$ cat config.mk
export PLATFORM = sky130hd
export DESIGN_NAME = multicycle_control_flat
export DESIGN_NICKNAME = d
export VERILOG_FILES = /design/src/rtl/multicycle_control_pkg.sv /design/src/rtl/multicycle_control_if.sv /design/src/rtl/multicycle_control_alu_decoder.sv /design/src/rtl/multicycle_control.sv /design/src/flat_wrapper.sv
export SDC_FILE = /design/constraint.sdc
export NUM_CORES = 1
export LEC_CHECK = 0
export ABC_AREA = 0
export ABC_CLOCK_PERIOD_IN_PS = 2360
export CORE_MARGIN = 3
export CORE_UTILIZATION = 43
export CTS_CLUSTER_DIAMETER = 60
export CTS_CLUSTER_SIZE = 16
export DETAILED_ROUTE_END_ITERATION = 6
export PLACE_DENSITY = 0.85
export SLEW_MARGIN = 20
export SYNTH_ARGS = -nofsm -noshare
export SYNTH_HDL_FRONTEND = slang
export SYNTH_SLANG_ARGS = --single-unit
$ cat constraint.sdc
create_clock -name clk -period 2.36 [get_ports clk]
set_input_delay 0.472 -clock clk [delete_from_list [all_inputs] [get_ports clk]]
set_output_delay 0.472 -clock clk [all_outputs]
set_load 0.1 [all_outputs]
$ cat src/rtl/multicycle_control_pkg.sv
// Shared encodings for the multi-cycle RV32I control unit: FSM states,
// ALU opcodes, instruction opcodes/funct3 values and datapath mux selects.
package control_pkg;

    typedef enum logic [3:0] {
        S_FETCH    = 4'd0,
        S_DECODE   = 4'd1,
        S_MEMADR   = 4'd2,
        S_MEMREAD  = 4'd3,
        S_MEMWB    = 4'd4,
        S_MEMWRITE = 4'd5,
        S_EXECUTER = 4'd6,
        S_EXECUTEI = 4'd7,
        S_ALUWB    = 4'd8,
        S_BRANCH   = 4'd9,
        S_JAL      = 4'd10
    } state_t;

    // Which decode table the ALU decoder applies.
    typedef enum logic {
        CLS_ALU    = 1'b0,
        CLS_BRANCH = 1'b1
    } alu_class_t;

    localparam logic [2:0] ALU_ADD = 3'b000;
    localparam logic [2:0] ALU_SUB = 3'b001;
    localparam logic [2:0] ALU_AND = 3'b010;
    localparam logic [2:0] ALU_XOR = 3'b100;

    localparam logic [6:0] OP_LOAD   = 7'b0000011;
    localparam logic [6:0] OP_STORE  = 7'b0100011;
    localparam logic [6:0] OP_R      = 7'b0110011;
    localparam logic [6:0] OP_I      = 7'b0010011;
    localparam logic [6:0] OP_BRANCH = 7'b1100011;
    localparam logic [6:0] OP_JAL    = 7'b1101111;

    localparam logic [2:0] F3_ADD = 3'b000;
    localparam logic [2:0] F3_XOR = 3'b100;
    localparam logic [2:0] F3_AND = 3'b111;
    localparam logic [2:0] F3_BEQ = 3'b000;
    localparam logic [2:0] F3_BNE = 3'b001;

    localparam logic [1:0] RES_ALUOUT    = 2'b00;
    localparam logic [1:0] RES_DATA      = 2'b01;
    localparam logic [1:0] RES_ALURESULT = 2'b10;

    localparam logic [1:0] SRCA_PC    = 2'b00;
    localparam logic [1:0] SRCA_OLDPC = 2'b01;
    localparam logic [1:0] SRCA_RS1   = 2'b10;

    localparam logic [1:0] SRCB_RS2  = 2'b00;
    localparam logic [1:0] SRCB_IMM  = 2'b01;
    localparam logic [1:0] SRCB_FOUR = 2'b10;

    localparam logic [1:0] IMM_I = 2'b00;
    localparam logic [1:0] IMM_S = 2'b01;
    localparam logic [1:0] IMM_B = 2'b10;
    localparam logic [1:0] IMM_J = 2'b11;

    // Immediate format for the extender; unknown opcodes fall back to I.
    function automatic logic [1:0] imm_src(input logic [6:0] op);
        logic [1:0] sel;
        sel = IMM_I;
        case (op)
            OP_STORE:  sel = IMM_S;
            OP_BRANCH: sel = IMM_B;
            OP_JAL:    sel = IMM_J;
            default:   sel = IMM_I;
        endcase
        return sel;
    endfunction

endpackage

$ cat src/rtl/multicycle_control_if.sv
// Control bundle between the control FSM (master) and the datapath (slave).
// Handshake: MemReady high in a cycle means the memory finishes the access
// presented in that same cycle; the FSM holds every output stable until then.
// The FSM state is carried alongside for observation.
interface multicycle_control_if;
    import control_pkg::*;

    logic [6:0] op;
    logic [2:0] funct3;
    logic       funct7b5;
    logic       EQ;
    logic       MemReady;

    logic       PCWrite;
    logic       AdrSrc;
    logic       IRWrite;
    logic       MemWrite;
    logic       RegWrite;
    logic [1:0] ResultSrc;
    logic [1:0] ALUSrcA;
    logic [1:0] ALUSrcB;
    logic [1:0] ImmSrc;
    logic [2:0] ALUctrl;
    logic       Illegal;
    state_t     state;

    modport master (
        input  op, funct3, funct7b5, EQ, MemReady,
        output PCWrite, AdrSrc, IRWrite, MemWrite, RegWrite, ResultSrc,
               ALUSrcA, ALUSrcB, ImmSrc, ALUctrl, Illegal, state
    );

    modport slave (
        output op, funct3, funct7b5, EQ, MemReady,
        input  PCWrite, AdrSrc, IRWrite, MemWrite, RegWrite, ResultSrc,
               ALUSrcA, ALUSrcB, ImmSrc, ALUctrl, Illegal, state
    );

endinterface

$ cat src/rtl/multicycle_control_alu_decoder.sv
// ALU decoder: maps the instruction class and function fields to an ALU
// opcode plus a valid bit. Build macro MULTICYCLE_BNE_EN makes bne legal;
// without it only beq is a recognised branch.
module alu_decoder
    import control_pkg::*;
(
    input  alu_class_t cls,
    input  logic       op5,
    input  logic [2:0] funct3,
    input  logic       funct7b5,
    output logic [2:0] alu_ctrl,
    output logic       valid
);

    // Decode table: R/I arithmetic or branch compare.
    always_comb begin
        alu_ctrl = ALU_ADD;
        valid    = 1'b0;
        if (cls == CLS_BRANCH) begin
            alu_ctrl = ALU_SUB;
`ifdef MULTICYCLE_BNE_EN
            valid = (funct3 == F3_BEQ) || (funct3 == F3_BNE);
`else
            valid = (funct3 == F3_BEQ);
`endif
        end else begin
            case (funct3)
                F3_ADD: begin
                    // op5 separates R-type from I-type; addi has no sub form.
                    alu_ctrl = (op5 && funct7b5) ? ALU_SUB : ALU_ADD;
                    valid    = 1'b1;
                end
                F3_XOR: begin
                    alu_ctrl = ALU_XOR;
                    valid    = 1'b1;
                end
                F3_AND: begin
                    alu_ctrl = ALU_AND;
                    valid    = 1'b1;
                end
                default: begin
                    alu_ctrl = ALU_ADD;
                    valid    = 1'b0;
                end
            endcase
        end
    end

endmodule

$ cat src/rtl/multicycle_control.sv
// Main control FSM of the multi-cycle RV32I datapath. Sequences fetch,
// decode and execute, driving mux selects and enables from the latched
// instruction fields. Whether bne is supported depends on MULTICYCLE_BNE_EN
// (resolved inside alu_decoder).
module multicycle_control
    import control_pkg::*;
(
    input  logic                  clk,
    input  logic                  rst,
    multicycle_control_if.master  bus
);

    state_t     state;
    logic       is_alu_op;
    logic       is_branch;
    logic       is_known;
    alu_class_t dec_cls;
    logic [2:0] dec_alu;
    logic       dec_valid;
    logic       illegal_decode;

    assign is_alu_op = (bus.op == OP_R) || (bus.op == OP_I);
    assign is_branch = (bus.op == OP_BRANCH);
    assign is_known  = (bus.op == OP_LOAD) || (bus.op == OP_STORE) || (bus.op == OP_JAL);
    assign dec_cls   = is_branch ? CLS_BRANCH : CLS_ALU;

    alu_decoder u_alu_decoder (
        .cls      (dec_cls),
        .op5      (bus.op[5]),
        .funct3   (bus.funct3),
        .funct7b5 (bus.funct7b5),
        .alu_ctrl (dec_alu),
        .valid    (dec_valid)
    );

    // Unsupported opcode, or supported opcode with an unsupported funct3.
    assign illegal_decode = (is_alu_op || is_branch) ? !dec_valid : !is_known;

    assign bus.state  = state;
    assign bus.ImmSrc = imm_src(bus.op);

    // State register and transitions; waits on MemReady in memory states.
    always_ff @(posedge clk) begin
        if (rst) begin
            state <= S_FETCH;
        end else begin
            case (state)
                S_FETCH:    if (bus.MemReady) state <= S_DECODE;
                S_DECODE: begin
                    if (illegal_decode)               state <= S_FETCH;
                    else if (bus.op == OP_LOAD ||
                             bus.op == OP_STORE)      state <= S_MEMADR;
                    else if (bus.op == OP_R)          state <= S_EXECUTER;
                    else if (bus.op == OP_I)          state <= S_EXECUTEI;
                    else if (bus.op == OP_BRANCH)     state <= S_BRANCH;
                    else                              state <= S_JAL;
                end
                S_MEMADR:   state <= (bus.op == OP_LOAD) ? S_MEMREAD : S_MEMWRITE;
                S_MEMREAD:  if (bus.MemReady) state <= S_MEMWB;
                S_MEMWB:    state <= S_FETCH;
                S_MEMWRITE: if (bus.MemReady) state <= S_FETCH;
                S_EXECUTER: state <= S_ALUWB;
                S_EXECUTEI: state <= S_ALUWB;
                S_ALUWB:    state <= S_FETCH;
                S_BRANCH:   state <= S_FETCH;
                S_JAL:      state <= S_ALUWB;
                default:    state <= S_FETCH;
            endcase
        end
    end

    // Output decode from state; everything held at 0 while rst is high.
    always_comb begin
        bus.PCWrite   = 1'b0;
        bus.AdrSrc    = 1'b0;
        bus.IRWrite   = 1'b0;
        bus.MemWrite  = 1'b0;
        bus.RegWrite  = 1'b0;
        bus.ResultSrc = RES_ALUOUT;
        bus.ALUSrcA   = SRCA_PC;
        bus.ALUSrcB   = SRCB_RS2;
        bus.ALUctrl   = ALU_ADD;
        bus.Illegal   = 1'b0;
        if (!rst) begin
            case (state)
                S_FETCH: begin
                    bus.ALUSrcB   = SRCB_FOUR;
                    bus.ResultSrc = RES_ALURESULT;
                    bus.IRWrite   = bus.MemReady;
                    bus.PCWrite   = bus.MemReady;
                end
                S_DECODE: begin
                    bus.ALUSrcA = SRCA_OLDPC;
                    bus.ALUSrcB = SRCB_IMM;
                    bus.Illegal = illegal_decode;
                end
                S_MEMADR: begin
                    bus.ALUSrcA = SRCA_RS1;
                    bus.ALUSrcB = SRCB_IMM;
                end
                S_MEMREAD: begin
                    bus.AdrSrc = 1'b1;
                end
                S_MEMWB: begin
                    bus.ResultSrc = RES_DATA;
                    bus.RegWrite  = 1'b1;
                end
                S_MEMWRITE: begin
                    bus.AdrSrc   = 1'b1;
                    bus.MemWrite = 1'b1;
                end
                S_EXECUTER: begin
                    bus.ALUSrcA = SRCA_RS1;
                    bus.ALUSrcB = SRCB_RS2;
                    bus.ALUctrl = dec_alu;
                end
                S_EXECUTEI: begin
                    bus.ALUSrcA = SRCA_RS1;
                    bus.ALUSrcB = SRCB_IMM;
                    bus.ALUctrl = dec_alu;
                end
                S_ALUWB: begin
                    bus.RegWrite = 1'b1;
                end
                S_BRANCH: begin
                    bus.ALUSrcA = SRCA_RS1;
                    bus.ALUSrcB = SRCB_RS2;
                    bus.ALUctrl = ALU_SUB;
                    // Only beq/bne reach here; funct3[0] selects bne.
                    bus.PCWrite = bus.funct3[0] ? !bus.EQ : bus.EQ;
                end
                S_JAL: begin
                    bus.ALUSrcA = SRCA_OLDPC;
                    bus.ALUSrcB = SRCB_FOUR;
                    bus.PCWrite = 1'b1;
                end
                default: begin
                    bus.PCWrite = 1'b0;
                end
            endcase
        end
    end

endmodule

$ cat src/flat_wrapper.sv
// flat-port wrapper written by rule: the top's interface ports become plain ports
module multicycle_control_flat import control_pkg::*;
  (clk, rst, bus_op, bus_funct3, bus_funct7b5, bus_EQ, bus_MemReady, bus_PCWrite, bus_AdrSrc, bus_IRWrite, bus_MemWrite, bus_RegWrite, bus_ResultSrc, bus_ALUSrcA, bus_ALUSrcB, bus_ImmSrc, bus_ALUctrl, bus_Illegal, bus_state);
  multicycle_control_if bus_i ();
  input  logic clk;
  input  logic rst;
  input wire logic [$bits(bus_i.op)-1:0] bus_op;
  input wire logic [$bits(bus_i.funct3)-1:0] bus_funct3;
  input wire logic [$bits(bus_i.funct7b5)-1:0] bus_funct7b5;
  input wire logic [$bits(bus_i.EQ)-1:0] bus_EQ;
  input wire logic [$bits(bus_i.MemReady)-1:0] bus_MemReady;
  output wire logic [$bits(bus_i.PCWrite)-1:0] bus_PCWrite;
  output wire logic [$bits(bus_i.AdrSrc)-1:0] bus_AdrSrc;
  output wire logic [$bits(bus_i.IRWrite)-1:0] bus_IRWrite;
  output wire logic [$bits(bus_i.MemWrite)-1:0] bus_MemWrite;
  output wire logic [$bits(bus_i.RegWrite)-1:0] bus_RegWrite;
  output wire logic [$bits(bus_i.ResultSrc)-1:0] bus_ResultSrc;
  output wire logic [$bits(bus_i.ALUSrcA)-1:0] bus_ALUSrcA;
  output wire logic [$bits(bus_i.ALUSrcB)-1:0] bus_ALUSrcB;
  output wire logic [$bits(bus_i.ImmSrc)-1:0] bus_ImmSrc;
  output wire logic [$bits(bus_i.ALUctrl)-1:0] bus_ALUctrl;
  output wire logic [$bits(bus_i.Illegal)-1:0] bus_Illegal;
  output wire logic [$bits(bus_i.state)-1:0] bus_state;
  assign bus_i.op = bus_op;
  assign bus_i.funct3 = bus_funct3;
  assign bus_i.funct7b5 = bus_funct7b5;
  assign bus_i.EQ = bus_EQ;
  assign bus_i.MemReady = bus_MemReady;
  assign bus_PCWrite = bus_i.PCWrite;
  assign bus_AdrSrc = bus_i.AdrSrc;
  assign bus_IRWrite = bus_i.IRWrite;
  assign bus_MemWrite = bus_i.MemWrite;
  assign bus_RegWrite = bus_i.RegWrite;
  assign bus_ResultSrc = bus_i.ResultSrc;
  assign bus_ALUSrcA = bus_i.ALUSrcA;
  assign bus_ALUSrcB = bus_i.ALUSrcB;
  assign bus_ImmSrc = bus_i.ImmSrc;
  assign bus_ALUctrl = bus_i.ALUctrl;
  assign bus_Illegal = bus_i.Illegal;
  assign bus_state = bus_i.state;
  multicycle_control u_core (.clk(clk), .rst(rst), .bus(bus_i));
endmodule
==> flow_summary_export.csv, run 1 <==
group,metric,value,unit
logic_synthesis,syn_avg_cell_area,7.14,um^2
logic_synthesis,seq_area_frac_synth,0.109,
floorplan,die_h,47.4,um
logic_synthesis,yosysTopAreaCell,"dfxtp_1",
logic_synthesis,syn-instance-count,103,
logic_synthesis,ys.flop_type,"dfxtp_1",
logic_synthesis,yosys.area.top_type_share,0.109,
run_status,haltStage,"detailed placement (3_5_place_dp)",
logic_synthesis,synth_area_leaders,"dfxtp_1 11%, a21oi_1 7.5%, o41ai_2 6.6%",
logic_synthesis,synth_nets,118,
logic_synthesis,async_reset_ff_frac,0,
logic_synthesis,synthDistinctLibCells,41,
logic_synthesis,synth_area,736,um^2
floorplan,start_util,0.472,
logic_synthesis,yosys_warnings,0,
run_status,error_line,"[ERROR DPL-0038] Utilization greater than 100%, impossible to legalize",
floorplan,rows,14,
run_status,outcome,"aborted with a tool error",
logic_synthesis,synth_edf_count,0,
floorplan,num_io_pins,36,
placed_design,io_buffers,35,
floorplan,die_w,47.4,um
placed_design,place.gp.congestion,0.882,
logic_synthesis,ys_ff_latch,4,
==> stage by stage <==
stage / hold slack, ns / TNS [ns] / setup slack (ns) / area, um^2
after floorplan: 0.654 / -1.66 / -0.789 / 920
after global placement: 0.657 / -1.08 / -0.253 / 1600
==> Yosys cell counts, drive strengths merged (4+ instances only) <==
cell type and number:
nor2 15, a21oi 11, nand2b 7, nand2 6, nor3 6, buf 5, dfxtp 4, nand3 4
o21ai 4, o41ai 4, or3 4
==> kinds of logic after synthesis <==
family          share of synthesized area
compound gates                      0.293
xor+xnor                           0.0476
buf+inv                            0.0493
flops                               0.109
simple gates                        0.502
==> run 2, diff against run 1 <==
CORE_AREA = 3 3 64 66   (was default)
CORE_MARGIN = default   (was 3)
CORE_UTILIZATION = default   (was 43)
CTS_CLUSTER_DIAMETER = default   (was 60)
CTS_CLUSTER_SIZE = default   (was 16)
DIE_AREA = 0 0 67 69   (was default)
PLACE_DENSITY = default   (was 0.85)
PLACE_DENSITY_LB_ADDON = 0.15   (was default)
==> run 2 against run 1 <==
Against the previous run: the run now ends clean; synthesized cell count did not move; area after synthesis unchanged.
==> flow_summary_export.csv, run 2 <==
group,metric,value,unit
finish,largest_register,"u_core.bus.state",
sta,hold_violations,0,
logic_synthesis,syn_avg_cell_area,7.14,um^2
route,routedWlPerCell,13.2,um
logic_synthesis,synthDistinctLibCells,41,
finish,drive_gt1_frac,0.569,
floorplan,die_h,69,um
grt,grt_pass1_vias,1089,
sta,worst_pin_slew,0.290,ns
route,dr_total_vias,997,
finish,layout_commonest_cell,"buf_4",
worst_setup_path,critPathTopFamily,"simple AND/OR/NAND/NOR gates",
grt,grt_pass1_wl,4840,um
worst_setup_path,crit_path_start,"bus_op[4]",
floorplan,rows,22,
route,wl,2750,um
clock_tree,cts-root-buf,"clkbuf_8",
clock_tree,cts_setup_buffers,0,
clock_tree,cts_inserted_buffers,3,
power,clkPwrFrac,0.322,
worst_setup_path,slowest_stage,"or3_1",
sta,min_period,2.30,ns
power,max-vdd-ir-drop,113,uV
worst_setup_path,r2r-start,"u_core.bus.state[3]$_SDFFE_PP0P_",
logic_synthesis,yosys_warnings,0,
logic_synthesis,synth_most_common_cell,"nor2_1",
power,p_leak,0.631,nW
grt,grt-ovfl-total,0,
worst_setup_path,required,1.89,ns
clock_tree,cts.sinks,4,
placed_design,dpl_worst_slack,-0.259,ns
worst_setup_path,worstPathCellList,"dlygate4sd2_1 -> nand2b_1 -> and2_1 -> or3_1 -> o22ai_2 -> a31oi_4 -> buf_12",
floorplan,core,3630,um^2
clock_tree,clk_pin_slew,0.03,ns
power,pwr-share-seq,0.161,
logic_synthesis,ys.flop_type,"dfxtp_1",
worst_setup_path,worstSetupPathType,"primary input to output port",
floorplan,die_w,67,um
worst_setup_path,critPathLaunchType,"primary input",
power,p_sw,0.178,mW
worst_setup_path,max_stage_delay,0.33,ns
logic_synthesis,ys_ff_latch,4,
run_status,outcome,"complete, no violations",
logic_synthesis,seq_area_frac_synth,0.109,
clock_tree,worstSkewPairLatency,0.22,ns
sta,final.setup.worst_slack,0.0624,ns
finish,largest_registers,"u_core.bus.state: 4 flops",
logic_synthesis,synth_area_leaders,"dfxtp_1 11%, a21oi_1 7.5%, o41ai_2 6.6%",
route,viasPerCell,4.79,
sta,relSlewSlack,0.804,
power,power_frac_comb,0.517,
logic_synthesis,async_reset_ff_frac,0,
finish,largest_reg_flops,4,
sta,fmax,435,MHz
logic_synthesis,synth_edf_count,0,
logic_synthesis,syn-instance-count,103,
sta,rsz0062_at_grt,"yes",
power,total_power,0.453,mW
finish,antenna_cells,0,
sta,setup-violations-final,0,
finish,synthToLayoutAreaGrowth,132,%
sta,period_share,0.974,
placed_design,io_buffers,35,
clock_tree,htreeDepth,1,
sta,final_max_slew_viol_count,0,
route,drt_pass1_iterations,4,
hold_path,hold_start,"u_core.bus.state[1]$_SDFFE_PP0P_",
clock_tree,clock_path_buffers,2,
clock_tree,cts_tree,"done",
grt,grt_max_degree,18,
floorplan,die_area,4620,um^2
logic_synthesis,synth_area,736,um^2
worst_setup_path,cp.arrival,1.83,ns
worst_setup_path,setup.worst_path.end_class,"output port",
logic_synthesis,yosys.area.top_type_share,0.109,
route,initialDrtViolationCount,22,
worst_setup_path,cp_max_fo,3,
power,p_per_area,265,nW/um^2
finish,final_cell_mix,"28 x buf_4, 17 x buf_12, 9 x nor2_1, 9 x dlygate4sd2_1",
grt,track_usage,0.128,
logic_synthesis,yosysTopAreaCell,"dfxtp_1",
route,antenna_left,0,
worst_setup_path,timing.critical_path.buf_inv,2,
finish,finish.net_count,177,
placed_design,place.gp.congestion,0.746,
run,drv_cap,0,
floorplan,num_io_pins,36,
logic_synthesis,netlist_top_cells_count,"12 x nor2_1, 11 x a21oi_1, 7 x nand2b_1, 6 x nand2_1",
grt,grt_antenna_before_repair,0,
logic_synthesis,synth_nets,118,
route,drc,0,
placed_design,hpwl,2220,um
worst_setup_path,reg2reg_slack,0.81,ns
floorplan,start_util,0.202,
hold_path,min-delay-path-class,"flop to flop",
power,p_sw_frac,0.394,
sta,clock_skew,0.00198,ns
power,power.internal,0.274,mW
## run 2: worst min-delay path, delay by kind of cell (launching register included)
family | cells | cell delay, ns
flip-flops | 1 | 0.33
buffers and inverters | 1 | 0.10
AO/OA/AOI/OAI | 1 | 0.06
AND/OR/NAND/NOR | 1 | 0.14
## run 2: power groups by stage
| stage | clock, mW | sequential (mW) | combinational [mW] |
|---|---|---|---|
| 2_1_floorplan | 0 | 0.0783 | 0.122 |
| 4_1_cts | 0.149 | 0.0728 | 0.235 |
| 3_3_place_gp | 0 | 0.0737 | 0.235 |
| 6_report | 0.146 | 0.0728 | 0.234 |
| 5_1_grt | 0.159 | 0.0735 | 0.247 |
| 3_5_place_dp | 0 | 0.0736 | 0.236 |
## run 2: kinds of logic after synthesis
group	Yosys count	share of synthesized area
flip-flops	4	0.109
AO/OA/AOI/OAI	29	0.293
AND/OR/NAND/NOR	58	0.502
XOR/XNOR	4	0.0476
buffers and inverters	8	0.0493
## run 2: repair_timing
item                                    in CTS  in global routing
endpoints found under the setup margin       6                  5
cloned                                       0                  0
resized for setup                           16                  4
pin swaps                                    2                  3
hold buffers                                 0                  0
## run 2: path summary, 6_finish.rpt
path	endpoint	cells past startpoint
hold / removal	u_core.bus.state[3]$_SDFFE_PP0P_	3
setup reg to reg	u_core.bus.state[3]$_SDFFE_PP0P_	5
setup / recovery	bus_Illegal	7
hold reg to reg	u_core.bus.state[3]$_SDFFE_PP0P_	3
## run 2: layout make-up
| type | count | area [um^2] |
|---|---|---|
| Clock buffer | 3 | 41.3 |
| Fill cell | 382 | 1920 |
| Inverter | 2 | 7.51 |
| Multi-Input combinational cell | 91 | 813 |
| Sequential cell | 4 | 95.1 |
| Tap cell | 48 | 60.1 |
| Timing Repair Buffer | 60 | 693 |
## run 2: through the flow
step	TNS [ns]	cells	util	hold slack, ns	area (um^2)
global route	-0.00493	208	0.471	0.702	1710
detailed placement	-1.07	205	0.451	0.662	1640
floorplan	-1.66	103	-	0.654	920
finish	0	208	0.471	0.680	1710
CTS	-0.00722	208	0.467	0.660	1700
global placement	-0.992	205	0.451	0.663	1640
## run 2: per-layer routing
layer | track usage | wire length (um) | up-vias
li1 | - | - | 499
met3 | 0.0163 | 120 | 2
met4 | 0.0338 | 14 | 0
met2 | 0.216 | 1410 | 25
met1 | 0.166 | 1200 | 471
met5 | 0 | 0 | -
(Power assumes the default switching activity.)
==> run 3, diff against run 2 <==
TNS_END_PERCENT = 100   (was default)
==> results of run 3 <==
The final DEF is identical to that of run 2; final timing and power are the same.
==> edit 1, RTL diff (config.mk and constraints of run 2) <==
Add a define of `MULTICYCLE_BNE_EN`.
--- a/src/rtl/multicycle_control_alu_decoder.sv
+++ b/src/rtl/multicycle_control_alu_decoder.sv
@@ -1,6 +1,8 @@
 // ALU decoder: maps the instruction class and function fields to an ALU
 // opcode plus a valid bit. Build macro MULTICYCLE_BNE_EN makes bne legal;
 // without it only beq is a recognised branch.
+`define MULTICYCLE_BNE_EN
+
 module alu_decoder
     import control_pkg::*;
 (
Check against the original RTL: not equivalent (a bounded check fails within 4 cycles, from zero or initial values and one cycle with rst high).
==> edit 1 against run 2 <==
  * Clock skew is 0.0013 ns lower
  * Sequential share of layout area rose by 0.15 points
  * Area after synthesis increased by 1.9%
  * Sequential cell count did not move
  * Die area is the same
  * Total power fell by 2.3%
  * Worst setup slack better by 0.060 ns
  * Via count is 1.8% higher
  * Design area decreased by 2.7%
  * Synthesized cell count increased by 6.8%
  * Wire length shrank 1.8%
  * Critical path depth fell by 1
  * Highest routed layer unchanged
==> edit 1: results (changes against run 2) <==
Rel. slew slack=0.778 (-0.0264); first-pass GRT wire length=4.65 mm (-4.0%); Post-Place Cells=208 (+1.5%); drt first pass iters=3 (-1); status=finished clean; static leakage=0.647 nW (+2.5%); # fillers=385 (+0.79%); Synth Area per Inst=6.81 um^2 (-4.6%); GRT Total Usage=0.126 (-0.00139); fmax=0.447 GHz (+2.7%); Post-Synth XOR/XNOR Area=0.0467 (-0.000874); Arr. time, crit path=1.77 ns (-0.06 ns); worst setup path startpoint=bus_op[6]; Crit path largest cell delay=0.37 ns (+0.04 ns); commonest cells in the netlist=15 x nor2_1, 10 x nand2_1, 9 x nor3_1; Clock Skews=0.000650 ns (-0.00133 ns); flop2flop setup slack=0.92 ns (+0.11 ns); internal portion of total power=0.270 mW (-1.6%); Cell variety after synth=42 (+2.4%); depth of the worst register-to-register path=4 (-1); cts repair resizes=19 (+3); dpl hpwl=2.12 mm (-4.4%); pre-CTS setup slack=-0.145 ns (+0.114 ns); family with the most delay on the worst path=compound AO/OA/AOI/OAI gates; Worst Hold End=u_core.bus.state[2]$_SDFFE_PP0P_
## edit 1: cell count changes after synthesis, sizes merged, moves of 3 or more
cell	run 2	this run
a21oi	11	7
nor3	6	9
nor4b	3	0
nand3	4	0
nand2	6	10
a21boi	0	3
o41ai	4	0
## edit 1: metal layers
| layer | wire [um] | global-route usage | part of all wire |
|---|---|---|---|
| met5 | 0 | 0 | 0 |
| met4 | 35 | 0.0405 | 0.013 |
| met3 | 193 | 0.0261 | 0.072 |
| met2 | 1370 | 0.221 | 0.51 |
| met1 | 1100 | 0.149 | 0.41 |
## edit 1: worst register-to-register path, stage by stage, from the launching register on
cell and delay, ns:
dfxtp_4 0.40, buf_4 0.20, nand2b_1 0.17, o32a_1 0.35
a221oi_2 0.23
## edit 1: area by class of cell
cell class,count,area [um^2],share of cell area
tap,48,60.1,0.0361
timing repair buffer,60,683,0.411
inverter,4,15.0,0.00902
clock buffer,3,41.3,0.0248
multi-input combinational,94,769,0.462
sequential,4,95.1,0.0571
==> edit 2, RTL diff (settings of run 2) <==
Made on the original files. Make the reset (`rst`) asynchronous in one clocked block.
--- a/src/rtl/multicycle_control.sv
+++ b/src/rtl/multicycle_control.sv
@@ -40,7 +40,7 @@
     assign bus.ImmSrc = imm_src(bus.op);
 
     // State register and transitions; waits on MemReady in memory states.
-    always_ff @(posedge clk) begin
+    always_ff @(posedge clk or posedge rst) begin
         if (rst) begin
             state <= S_FETCH;
         end else begin
Function: differs if rst is asserted again (counterexample within 4 cycles, from zero or initial values and one cycle with rst high); with rst held inactive, the same outputs for 10 cycles.
==> edit 2 against run 2 <==
  * Sequential share of layout area rose by 1.3 points
  * Area after synthesis fell by 8.5%
  * Worst setup slack got worse by 0.021 ns
  * Register-to-register slack got worse by 0.17 ns
  * Sequential cell count did not move
  * Wire length fell by 3.4%
  * Total power rose by 12%
  * Design area fell by 2.6%
  * Highest routed layer unchanged
==> edit 2: results (changes against run 2) <==
Arr. time, crit path=1.85 ns (+0.02 ns); met2 usage=0.180 (-0.0360); depth of the worst register-to-register path=4 (-1); flop2flop setup slack=0.64 ns (-0.17 ns); Switch Pwr=0.212 mW (+19%); dpl hpwl=2.08 mm (-6.2%); grt met3 use=0.0147 (-0.00163); maximum vdd ir drop=109 uV (-3.5%); Crit-path slowest cell=dlygate4sd2_1; FF-to-FF End=u_core.bus.state[3]$_DFFE_PP0P_; metal3 WL=157 um (+31%); cts repair resizes=11 (-5); GRT Total Usage=0.114 (-0.0140); Rel. slew slack=0.693 (-0.111); pre-CTS setup slack=-0.181 ns (+0.0775 ns); layout cells sized above 1=0.544 (-0.0250); antenna violations before repair=0 (unchanged); Vias=973 (-2.4%); first-pass GRT wire length=4.24 mm (-12%); status=finished clean; initial drt markers=27 (+23%); Main synth FF type=dfrtp_1; family with the most delay on the worst path=compound AO/OA/AOI/OAI gates; Crit Path Max Fanout=5 (+2); placed inst area=1530 um^2 (-6.7%); Post-Syn Nets=112 (-5.1%); smallest hold slack=0.545 ns (-0.135 ns); Clock Skews=0.00205 ns (+0.0000770 ns); Final Wtd Congestion=0.799 (+7.0%); static leakage=0.685 nW (+8.6%); Async SR Flop Fraction=1.00 (+1.00); worst skew pair latency=0.22 ns (about the same); largest net degree at the start of global routing=17 (-1); Seq/Total Area, Yosys=0.149 (+0.0399); Post-Place Cells=194 (-5.4%); top cells by area, synth=dfrtp_1 15%, a21oi_1 5.9%, nor2_1 5.6%; worst setup path startpoint=bus_op[6]; M1 wire length=1.17 mm (-2.0%); Crit path largest cell delay=0.30 ns (-0.03 ns); # Post-CTS Setup Buffers=11 (+11); wire length on met2=1.26 mm (-11%); routed wire length=2.65 mm (-3.4%); met1 usage=0.151 (-0.0145); Cell variety after synth=37 (-9.8%); vias in the first global route=933 (-14%); commonest cells in the netlist=10 x nor2_1, 8 x a21oi_1, 8 x nand2_1
edit 2: power groups by stage:
stage | Clock (mW) | Sequential [mW] | Combinational [mW]
floorplan | 0 | 0.0926 | 0.152
global route | 0.154 | 0.0844 | 0.290
global placement | 0 | 0.0844 | 0.274
detailed placement | 0 | 0.0844 | 0.274
finish | 0.147 | 0.0834 | 0.275
CTS | 0.148 | 0.0835 | 0.273
edit 2: cell type report:
class,count,area [um^2]
clock buffer,3,41.3
multi-input combinational,82,694
tap,48,60.1
fill,368,1970
timing repair buffer,67,741
inverter,4,15.0
sequential,4,115
edit 2: cells by family (layout without fill, tap and decap cells):
kind of cell / count (synthesis) / in the layout / share of synthesized area
buf+inv: 11 / 74 / 0.0818
compound gates: 24 / 24 / 0.251
xor+xnor: 3 / 3 / 0.0390
simple gates: 54 / 54 / 0.465
flops: 4 / 4 / 0.149
mux: 1 / 1 / 0.0149
